===== src/rtl/seg_scan_ctrl.sv =====
// Four-digit multiplexed 7-segment scan controller with a one-entry shadow load buffer.
// Optional build macro SEG_LEADING_ZERO_BLANK_EN darkens leading-zero digits 3..1.
module seg_scan_ctrl #(
  parameter int SCAN_DIV       = 50000,
  parameter bit DIG_ACTIVE_LOW = 1'b1
) (
  input  logic        clk,
  input  logic        rst,
  input  logic        load_valid,
  input  logic [15:0] load_data,
  output logic        load_ready,
  input  logic        blank,
  output logic [3:0]  nibble,
  output logic [3:0]  dig_sel,
  output logic        frame_done
);

  localparam int              CNT_W    = $clog2(SCAN_DIV);
  localparam logic [CNT_W-1:0] CNT_LAST = CNT_W'(SCAN_DIV - 1);
  localparam logic [3:0]      DIG_OFF  = DIG_ACTIVE_LOW ? 4'b1111 : 4'b0000;

  typedef enum logic [1:0] {
    S_OFF,
    S_GAP,
    S_SHOW
  } state_t;

  state_t           state, state_n;
  logic [CNT_W-1:0] cnt, cnt_n;
  logic [1:0]       idx, idx_n;
  logic [15:0]      disp, disp_n;
  logic [15:0]      shadow, shadow_n;
  logic             pending, pending_n;
  logic [3:0]       nibble_n;
  logic [3:0]       dig_sel_n;
  logic             lz_dark;
  logic             accept;
  logic             terminal;
  logic             wrap;

  assign load_ready = !pending;
  assign accept     = load_valid && load_ready;
  assign terminal   = (cnt == CNT_LAST);
  assign wrap       = (state == S_SHOW) && terminal && (idx == 2'd3);
  assign frame_done = wrap;

  // NOTE: every signal written here gets its default first, so no path can infer a latch.
  always_comb begin : next_state
    state_n   = state;
    cnt_n     = cnt;
    idx_n     = idx;
    disp_n    = disp;
    shadow_n  = shadow;
    pending_n = pending;

    case (state)
      S_OFF: begin
        cnt_n = '0;
        idx_n = 2'd0;
        if (accept) begin
          disp_n  = load_data;
          state_n = S_GAP;
        end
      end
      S_GAP: begin
        cnt_n   = cnt + CNT_W'(1);
        state_n = S_SHOW;
      end
      S_SHOW: begin
        if (terminal) begin
          cnt_n   = '0;
          idx_n   = idx + 2'd1;
          state_n = S_GAP;
        end else begin
          cnt_n = cnt + CNT_W'(1);
        end
      end
      default: state_n = S_OFF;
    endcase

    // Once scanning, loads park in the shadow and only reach disp on a frame wrap.
    if (wrap && pending) begin
      disp_n    = shadow;
      pending_n = 1'b0;
    end else if (accept && (state != S_OFF)) begin
      shadow_n  = load_data;
      pending_n = 1'b1;
    end
  end

  always_comb begin : lead_zero
    lz_dark = 1'b0;
`ifdef SEG_LEADING_ZERO_BLANK_EN
    case (idx_n)
      2'd3:    lz_dark = (disp_n[15:12] == 4'h0);
      2'd2:    lz_dark = (disp_n[15:8] == 8'h00);
      2'd1:    lz_dark = (disp_n[15:4] == 12'h000);
      default: lz_dark = 1'b0;
    endcase
`endif
  end

  // Outputs are registered from the state being entered: nibble leads, dig_sel lights a cycle later.
  always_comb begin : next_outputs
    nibble_n  = 4'h0;
    dig_sel_n = DIG_OFF;
    if (state_n != S_OFF) begin
      nibble_n = disp_n[{idx_n, 2'b00} +: 4];
    end
    if ((state_n == S_SHOW) && !blank && !lz_dark) begin
      dig_sel_n = DIG_ACTIVE_LOW ? ~(4'b0001 << idx_n) : (4'b0001 << idx_n);
    end
  end

  // NOTE: sequential state uses non-blocking assignments only, so every register samples pre-edge values.
  always_ff @(posedge clk) begin
    if (rst) begin
      state   <= S_OFF;
      cnt     <= '0;
      idx     <= 2'd0;
      // NOTE: the display and shadow registers are cleared too, so a stale value never reappears after reset.
      disp    <= 16'h0000;
      shadow  <= 16'h0000;
      pending <= 1'b0;
      nibble  <= 4'h0;
      dig_sel <= DIG_OFF;
    end else begin
      state   <= state_n;
      cnt     <= cnt_n;
      idx     <= idx_n;
      disp    <= disp_n;
      shadow  <= shadow_n;
      pending <= pending_n;
      nibble  <= nibble_n;
      dig_sel <= dig_sel_n;
    end
  end

endmodule


===== config.mk =====
export PLATFORM = sky130hd
export DESIGN_NAME = seg_scan_ctrl
export DESIGN_NICKNAME = d
export VERILOG_FILES = /design/src/rtl/seg_scan_ctrl.sv
export SDC_FILE = /design/constraint.sdc
export NUM_CORES = 1
export LEC_CHECK = 0
export CELL_PAD_IN_SITES_DETAIL_PLACEMENT = 1
export CELL_PAD_IN_SITES_GLOBAL_PLACEMENT = 1
export CORE_ASPECT_RATIO = 1.25
export CORE_UTILIZATION = 25
export CTS_BUF_LIST = sky130_fd_sc_hd__clkbuf_16
export DETAILED_ROUTE_END_ITERATION = 10
export PLACE_DENSITY = 0.51
export SLEW_MARGIN = 20
export SYNTH_ARGS = -nofsm -noshare
export SYNTH_HDL_FRONTEND = slang
export SYNTH_SLANG_ARGS = --single-unit

===== constraint.sdc =====
create_clock -name clk -period 6.3 [get_ports clk]
set_input_delay 1.26 -clock clk [delete_from_list [all_inputs] [get_ports clk]]
set_output_delay 1.26 -clock clk [all_outputs]
set_load 0.01 [all_outputs]

==> Word-level counts from Yosys, hierarchy flattened <==
Index checks and enable logic that the tools add are counted.
{ "totals": {"output_inout_bits": 10, "regBits": 61, "elab_cells": 47} }
{ "classes": {"n_addsub": 2, "n_reduce_logical": 16, "muxes": 10, "n_shift": 2, "n_eq_ne": 5, "bitwise_logic": 4} }
{ "op_table": {"columns": ["cell", "n"], "rows": [
  ["16-bit two-way mux", 4],
  ["16-bit case mux with 3 select lines", 1],
  ["16-bit by 1-bit adder with 16-bit output, second input constant", 1],
  ["16-bit equality test, second input constant", 1],
  ["16-bit by 5-bit indexed part select with 4-bit output", 1],
  ["2-bit equality test, second input constant", 3],
  ["1-bit logical AND", 6],
  ["2-bit two-way mux", 3],
  ["2-bit case mux with 3 select lines", 1],
  ["2-bit OR reduction", 3],
  ["4-bit inverter", 1],
  ["2-bit case mux with 2 select lines", 1],
  ["2-bit nonzero test", 2],
  ["1-bit by 2-bit << shifter with 4-bit output, first input constant", 1],
  ["1-bit inverter", 3],
  ["3-bit nonzero test", 1],
  ["2-bit by 1-bit adder with 2-bit output, second input constant", 1],
  ["2-bit by 1-bit equality test with 1-bit output, second input constant", 1],
  ["1-bit zero test", 2],
  ["2-bit zero test", 1],
  ["2-bit AND reduction", 1]
]} }

==> Depth between registers and ports, before layout <==
Gate-level depths: netlist of the first run.
{ "depth": {"depth_word": 8, "ltp_mapped": 9} }

==> Worst setup path after synthesis of the first run <==
No wires, ideal clock.
{ "synth_timing": {"kind": "input -> register", "start": "input load_valid", "end": "register dig_sel[0]", "stages": 5, "slack_ns": 3.528, "path_buffers": 0, "t_required_ns": 6.181, "t_arrival_ns": 2.653, "cell_sequence": "nand3_1 > nand2_1 > a22o_1 > a2111oi_0 > or2b_1"} }
{ "synth_between": {"elab_chain_len": 7} }
{ "synth_rtl": {"columns": ["element", "line", "rtl"], "rows": [
  ["start: declaration", "9", "input logic load_valid,"],
  ["1-bit logical AND", "42", "assign accept = load_valid && load_ready;"],
  ["2-bit two-way mux", "60", "if (accept) begin"],
  ["2-bit case mux with 3 select lines", "56", "case (state)"],
  ["2-bit equality test", "110", "if ((state_n == S_SHOW) && !blank && !lz_dark) begin"],
  ["1-bit logical AND", "110", null],
  ["1-bit inverter (no source line)", null, null],
  ["2-bit OR reduction (no source line)", null, null],
  ["end signal: assignment", "135", "dig_sel <= dig_sel_n;"],
  ["end: declaration", "14", "output logic [3:0] dig_sel,"]
]} }
No other way between the ends.
A chain may end at the register's enable or synchronous reset.

==> Worst setup path in the final report of the first run <==
{ "layout_timing": {"start": "input load_valid", "end": "register dig_sel[1]"} }
Same word-level chain as after synthesis.

==> results of run 1 <==
final timing paths:
kind	slack, ns	cells after the start	to
setup / recovery	2.52	6	dig_sel[1]
hold / removal	0.46	2	shadow[8]
setup reg to reg	3.14	7	dig_sel[1]
hold reg to reg	0.46	2	shadow[8]
critical path, stage by stage:
cell	delay [ns]
clkdlybuf4s50_1	0.45
nand3_1	0.76
nand2_1	0.17
a22o_1	0.28
a2111oi_0	0.79
or2b_1	0.28
routing by layer:
| layer | global-route usage (%) | vias up | routed length (µm) |
|---|---|---|---|
| met2 | 22.8 | 27 | 3500 |
| met3 | 3.93 | 10 | 230 |
| met1 | 15.6 | 1079 | 3330 |
| li1 | - | 1121 | - |
| met5 | 0 | - | 0 |
| met4 | 5.04 | 0 | 110 |
cell families (layout without fill, tap and decap cells):
family                     after synthesis  count (layout)  share of synthesized area (%)
and+or+nand+nor                        128             128                           22.1
AOI/OAI and AO/OA                       45              45                           9.52
DFF                                     61              61                           43.4
muxes                                   34              34                           12.9
buffers and inverters                   22              52                           4.05
adders and majority gates                7               7                           3.11
xor gates and xnor gates                16              16                           4.98
synthesized netlist by cell type:
library cell	instances
clkbuf_8	1
clkbuf_1	12
o22ai_1	9
xor2_1	8
nor4_1	1
mux2_2	17
nor4b_1	2
ha_1	7
a211oi_1	1
o21ai_0	2
buf_8	1
and3_2	2
a21oi_1	22
a22oi_1	1
buf_2	2
nand3_1	8
a21o_1	1
or2b_1	3
or2_2	3
nand4_1	2
a31oi_1	2
nand4bb_1	2
a2111oi_0	1
and2b_2	1
and2_1	1
and4b_1	2
a22o_1	2
nor3_1	2
inv_1	5
dfxtp_1	61
nand2_1	45
nand4b_1	1
nor2b_1	2
and4bb_1	1
and3_1	5
nor2_1	40
or4_1	1
buf_6	1
nand2b_1	1
mux2i_1	17
nor3b_1	3
o21a_1	4
xnor2_1	8
per-stage QoR:
| step | cells | utilization [%] | hold slack (ns) |
|---|---|---|---|
| 2_1_floorplan | 313 | - | 0.436 |
| 3_3_place_gp | 459 | 29.6 | 0.444 |
| 3_5_place_dp | 459 | 29.6 | 0.453 |
| 4_1_cts | 475 | 32.5 | 0.461 |
| 5_1_grt | 475 | 32.5 | 0.475 |
| 6_report | 475 | 32.5 | 0.459 |
power breakdown:
group / total [mW] / leakage (nW) / internal (mW) / switching, mW
registers: 0.461 / 0.496 / 0.438 / 0.0227
clock network: 0.522 / 0.153 / 0.344 / 0.178
logic: 0.315 / 0.754 / 0.142 / 0.173
total: 1.30 / 1.40 / 0.924 / 0.373
flip-flops by register name, indices dropped and copies added (netlist names):
name and cells:
shadow 16, idx 2, nibble 4, cnt 16
dig_sel 4, state 2, disp 16, pending 1
layout make-up:
type / count / share of cell area [%]
multi-input cells: 230 / 42.2
flip-flops and latches: 61 / 34.9
repair buffers: 31 / 8.71
clock buffers: 9 / 6.43
well taps: 132 / 4.71
clock inverters: 7 / 2.57
inverters: 5 / 0.536
==> metrics.md, run 1 <==
| Metric | Value |
|---|---|
| Run status | `finished clean` |
| CTS H-tree lvls | `3` |
| Multi-input gate area in the final layout | `0.00148 mm²` |
| Global route overflow | `0` |
| Port bufs | `29` |
| Power, Total | `1.30 mW` |
| Unique masters post-synth | `43` |
| Critical path capture point type | `register` |
| CTS Root Cell | `clkbuf_16` |
| RSZ-0062 raised after global routing | `no` |
| Setup Total Neg Slack | `0 ns` |
| Global Route Usage Sum | `13.3%` |
| Cell Area, Placed | `0.00319 mm²` |
| Vias in the first global route | `2382` |
| DRT antenna net count | `0` |
| Area added between synthesis and finish | `24.6%` |
| Resized cells post-CTS | `0` |
| DRT Pass-1 Iters | `3` |
| # DRC | `0` |
| Vias per cell | `4.71` |
| Vias | `2237` |
| Setup Skew | `0.00505 ns` |
| Hold_buf cts | `0` |
| CP Launch Type | `primary input` |
| Max Cap Viol | `0` |
| Crit share post-route | `60.0%` |
| CTS sink cnt | `61` |
| Worst-margin pin slew | `1.04 ns` |
| Diodes inserted | `0` |
| 1st-iter DRT viols | `64` |
| Share of layout cells above drive strength 1 | `11.7%` |
| Worst slack, placed | `2.18 ns` |
| Synth area leaders | `dfxtp_1 (43%), mux2_2 (6.8%), mux2i_1 (6.0%), nand2_1 (6.0%), nor2_1 (5.3%)` |
| Commonest non-fill, non-tap cell in the layout | `dfxtp_1` |
| Setup bufs post-CTS | `0` |
| DR WL/cell | `15.1 µm` |
| Initial antenna violation count | `0` |
| Slew Limit Headroom | `30.6%` |
| Worst-path clk slew | `0.05 ns` |
| HP Class | `register to register` |
| Worst skew pair latency | `0.32 ns` |
| GP Congestion | `0.684` |
| Worst Setup SP | `load_valid` |
| Critical R2R Launch | `state[0]` |
| FMAX | `264 MHz` |
| Die area | `0.0117 mm²` |
| FP Rows | `42` |
| Yosys top cell area share | `43.4%` |
| Die H | `121 µm` |
| Syn_nets | `340` |
| Design Area, Final | `0.00350 mm²` |
| Max Slew Vio Count | `0` |
| Total wire length | `7.16 mm` |
| Seq. cell area | `0.00122 mm²` |
| Hpwl dp | `4.86 mm` |
| Post-synthesis sequential area ratio | `43.4%` |
| Static leakage | `1.40 nW` |
| Critical path fanouts, max | `18` |
| Power per cell area | `370 mW/mm²` |
| Post-synth top area cell | `dfxtp_1` |
| WP data arrival | `3.99 ns` |
| First-pass GRT wire length | `12.0 mm` |
| Largest net degree at the start of global routing | `38` |
| Max clock buf depth | `2` |
| Worst Path Required | `6.51 ns` |
| Synthesis Warnings | `0` |
| Post-Syn Area | `0.00281 mm²` |
| Most frequent cells in the layout | `dfxtp_1 (61), nand2_1 (45), nor2_1 (40), clkdlybuf4s50_1 (29), a21oi_1 (22)` |
| Mapped Cells | `313` |
| Core Area | `0.0108 mm²` |
| Starting Density | `26.1%` |
| VDD IR max | `130 µV` |
| CTS tree | `built` |
| Setup ws final | `2.52 ns` |
| Min-delay src | `shadow[8]` |
| Final setup violation count | `0` |
| Layout net count | `365` |
| #FFs+latches synth | `61` |
| Syn_area_per_cell | `8.99 µm²` |
| CTS Buf Count | `9` |
| Crit Path Category | `primary input to register` |
| Fill count | `1244` |
| Io pins | `30` |
| Min Tclk post-route | `3.78 ns` |
| Die width | `96.9 µm` |
| Fin. Hold Viols | `0` |
Power figures use the tool's default switching activity.
==> run 2, diff against run 1 <==
Settings changed: PLACE_DENSITY 0.51 to 0.53.
Clock period 6.3 ns to 3.35 ns, I/O delays scaled along.
==> metrics.md, run 2 (same netlist as run 1, synthesis figures left out) <==
| Metric | Value |
|---|---|
| Most frequent cells in the layout | `dfxtp_1 (61), nand2_1 (45), nor2_1 (40), clkdlybuf4s50_1 (29), a21oi_1 (22)` |
| Run status | `finished clean` |
| Min Tclk post-route | `2.91 ns` |
| # DRC | `0 (unchanged)` |
| Max Slew Vio Count | `0 (unchanged)` |
| Total wire length | `7.05 mm (-1.6%)` |
| Met3 Usage GRT | `2.72% (-1.2 points)` |
| Worst-path clk slew | `0.06 ns (about the same)` |
| Vias in the first global route | `2383 (+0.042%)` |
| Critical path fanouts, max | `12 (-6)` |
| WP data arrival | `2.24 ns (-1.75 ns)` |
| Vias per cell | `4.70 (-0.25%)` |
| Commonest non-fill, non-tap cell in the layout | `dfxtp_1` |
| Max clock buf depth | `2 (unchanged)` |
| Layout net count | `370 (+1.4%)` |
| Critical R2R Launch | `cnt[0]` |
| Final setup violation count | `0 (unchanged)` |
| Worst Path Required | `2.68 ns (-3.83 ns)` |
| Worst skew pair latency | `0.33 ns (about the same)` |
| Worst R2R Path Depth | `8 (+1)` |
| Io pins | `30 (unchanged)` |
| DR WL/cell | `14.7 µm (-2.6%)` |
| Resized cells post-CTS | `0 (unchanged)` |
| Slew Limit Headroom | `59.0% (+28 points)` |
| RSZ-0062 raised after global routing | `no` |
| FP Rows | `42 (unchanged)` |
| Min-delay src | `shadow[7]` |
| Port bufs | `29 (unchanged)` |
| Setup Skew | `0.00617 ns (+0.00111 ns)` |
| Critical path capture point type | `output port` |
| CTS Root Cell | `clkbuf_16` |
| Crit Path Category | `register to output port` |
| DRT antenna net count | `0 (unchanged)` |
| Die H | `121 µm (unchanged)` |
| CTS H-tree lvls | `3 (unchanged)` |
| Largest net degree at the start of global routing | `37 (-2.6%)` |
| Hold_buf cts | `0 (unchanged)` |
| Share of layout cells above drive strength 1 | `13.2% (+1.6 points)` |
| Static leakage | `1.43 nW (+1.9%)` |
| Worst-margin pin slew | `0.612 ns (-0.430 ns)` |
| Hpwl dp | `4.92 mm (+1.2%)` |
| Initial antenna violation count | `0 (unchanged)` |
| Hold_ws | `0.454 ns (-0.00584 ns)` |
| GP Congestion | `0.707 (+3.4%)` |
| DRT Pass-1 Iters | `6 (+3)` |
| CTS tree | `built` |
| Setup slack, reg-to-reg | `0.67 ns (-2.47 ns)` |
| GR Util met1 | `16.0% (+0.34 points)` |
| Power per cell area | `696 mW/mm² (+88%)` |
| Max Cap Viol | `0 (unchanged)` |
| Diodes inserted | `0 (unchanged)` |
| Vias | `2255 (+0.80%)` |
| Crit share post-route | `87.0%` |
| First-pass GRT wire length | `12.0 mm (-0.52%)` |
| Top Usage Layer GRT | `met2` |
| Core Area | `0.0108 mm² (unchanged)` |
| Starting Density | `26.1% (unchanged)` |
| Die area | `0.0117 mm² (unchanged)` |
| CTS Buf Count | `9 (unchanged)` |
| CP Launch Type | `register` |
| Met2 Track Usage GR | `22.2% (-0.57 points)` |
| 1st-iter DRT viols | `62 (-3.1%)` |
| CTS sink cnt | `61 (unchanged)` |
| Hold Crit Depth | `2 (unchanged)` |
| Global route overflow | `0 (unchanged)` |
| Hold endpoint | `shadow[7]` |
| FMAX | `343 MHz` |
| Biggest regs | `cnt: 16 flops, disp: 16 flops, shadow: 16 flops` |
| HP Class | `register to register` |
| Worst R2R End | `dig_sel[3]` |
| Die width | `96.9 µm (unchanged)` |
| Setup bufs post-CTS | `0 (unchanged)` |
| Area added between synthesis and finish | `26.2%` |
| VDD IR max | `263 µV (+100%)` |
| Global Route Usage Sum | `13.1% (-0.19 points)` |
| Setup Total Neg Slack | `0 ns (unchanged)` |
| Fin. Hold Viols | `0 (unchanged)` |
==> run 2: changes by cell type in the layout (fill, tap and decap cells not counted) <==
| cell | previous run | this run |
|---|---|---|
| buf_4 | 2 | 7 |
| clkinv_1 | 1 | 0 |
| clkinv_2 | 2 | 1 |
| clkinv_4 | 1 | 2 |
| inv_6 | 0 | 1 |
==> run 2: through the flow <==
step	cells	utilization (%)	power [mW]	setup slack, ns	instance area (µm²)
6_report	480	33.0	2.47	0.436	3550
5_1_grt	480	33.0	2.62	0.297	3550
4_1_cts	480	33.0	2.51	0.417	3550
3_5_place_dp	464	29.9	1.50	0.721	3230
3_3_place_gp	464	29.9	1.48	0.641	3230
2_1_floorplan	313	-	1.30	1.04	2810
==> run 2: worst max-delay path by stage <==
stage                          start         end  slack [ns]  cells past startpoint
final                       state[0]  frame_done        0.44                      5
after global placement    load_valid  dig_sel[1]        0.64                      7
after floorplan             state[0]  dig_sel[0]        1.04                      8
after detailed placement  load_valid   nibble[2]        0.72                      7
after global routing        state[0]  frame_done        0.30                      5
after CTS                   state[0]  frame_done        0.42                      5
==> run 2: metal layers <==
layer | vias up | wire (µm)
met5 | - | 0
met4 | 0 | 139
met3 | 9 | 194
met2 | 30 | 3400
met1 | 1076 | 3310
li1 | 1140 | -
==> run 2: where the power goes <==
part | internal, mW | leakage, nW | switching (mW)
sequential | 0.824 | 0.496 | 0.0422
clock | 0.654 | 0.156 | 0.345
combinational | 0.273 | 0.778 | 0.332
total | 1.75 | 1.43 | 0.719
==> run 2: cell type report <==
cell class	count	area, µm²
fillers	1229	7220
repair buffers	36	343
flip-flops and latches	61	1220
well taps	132	165
multi-input cells	230	1480
clock inverters	7	98.8
clock buffers	9	225
inverters	5	18.8
==> run 2: critical path: stages, from the launching register on <==
cell and delay, ns:
dfxtp_1 0.34, inv_1 0.13, ha_1 0.41, nand2_1 0.16, nor4_1 0.27, clkdlybuf4s50_1 0.61
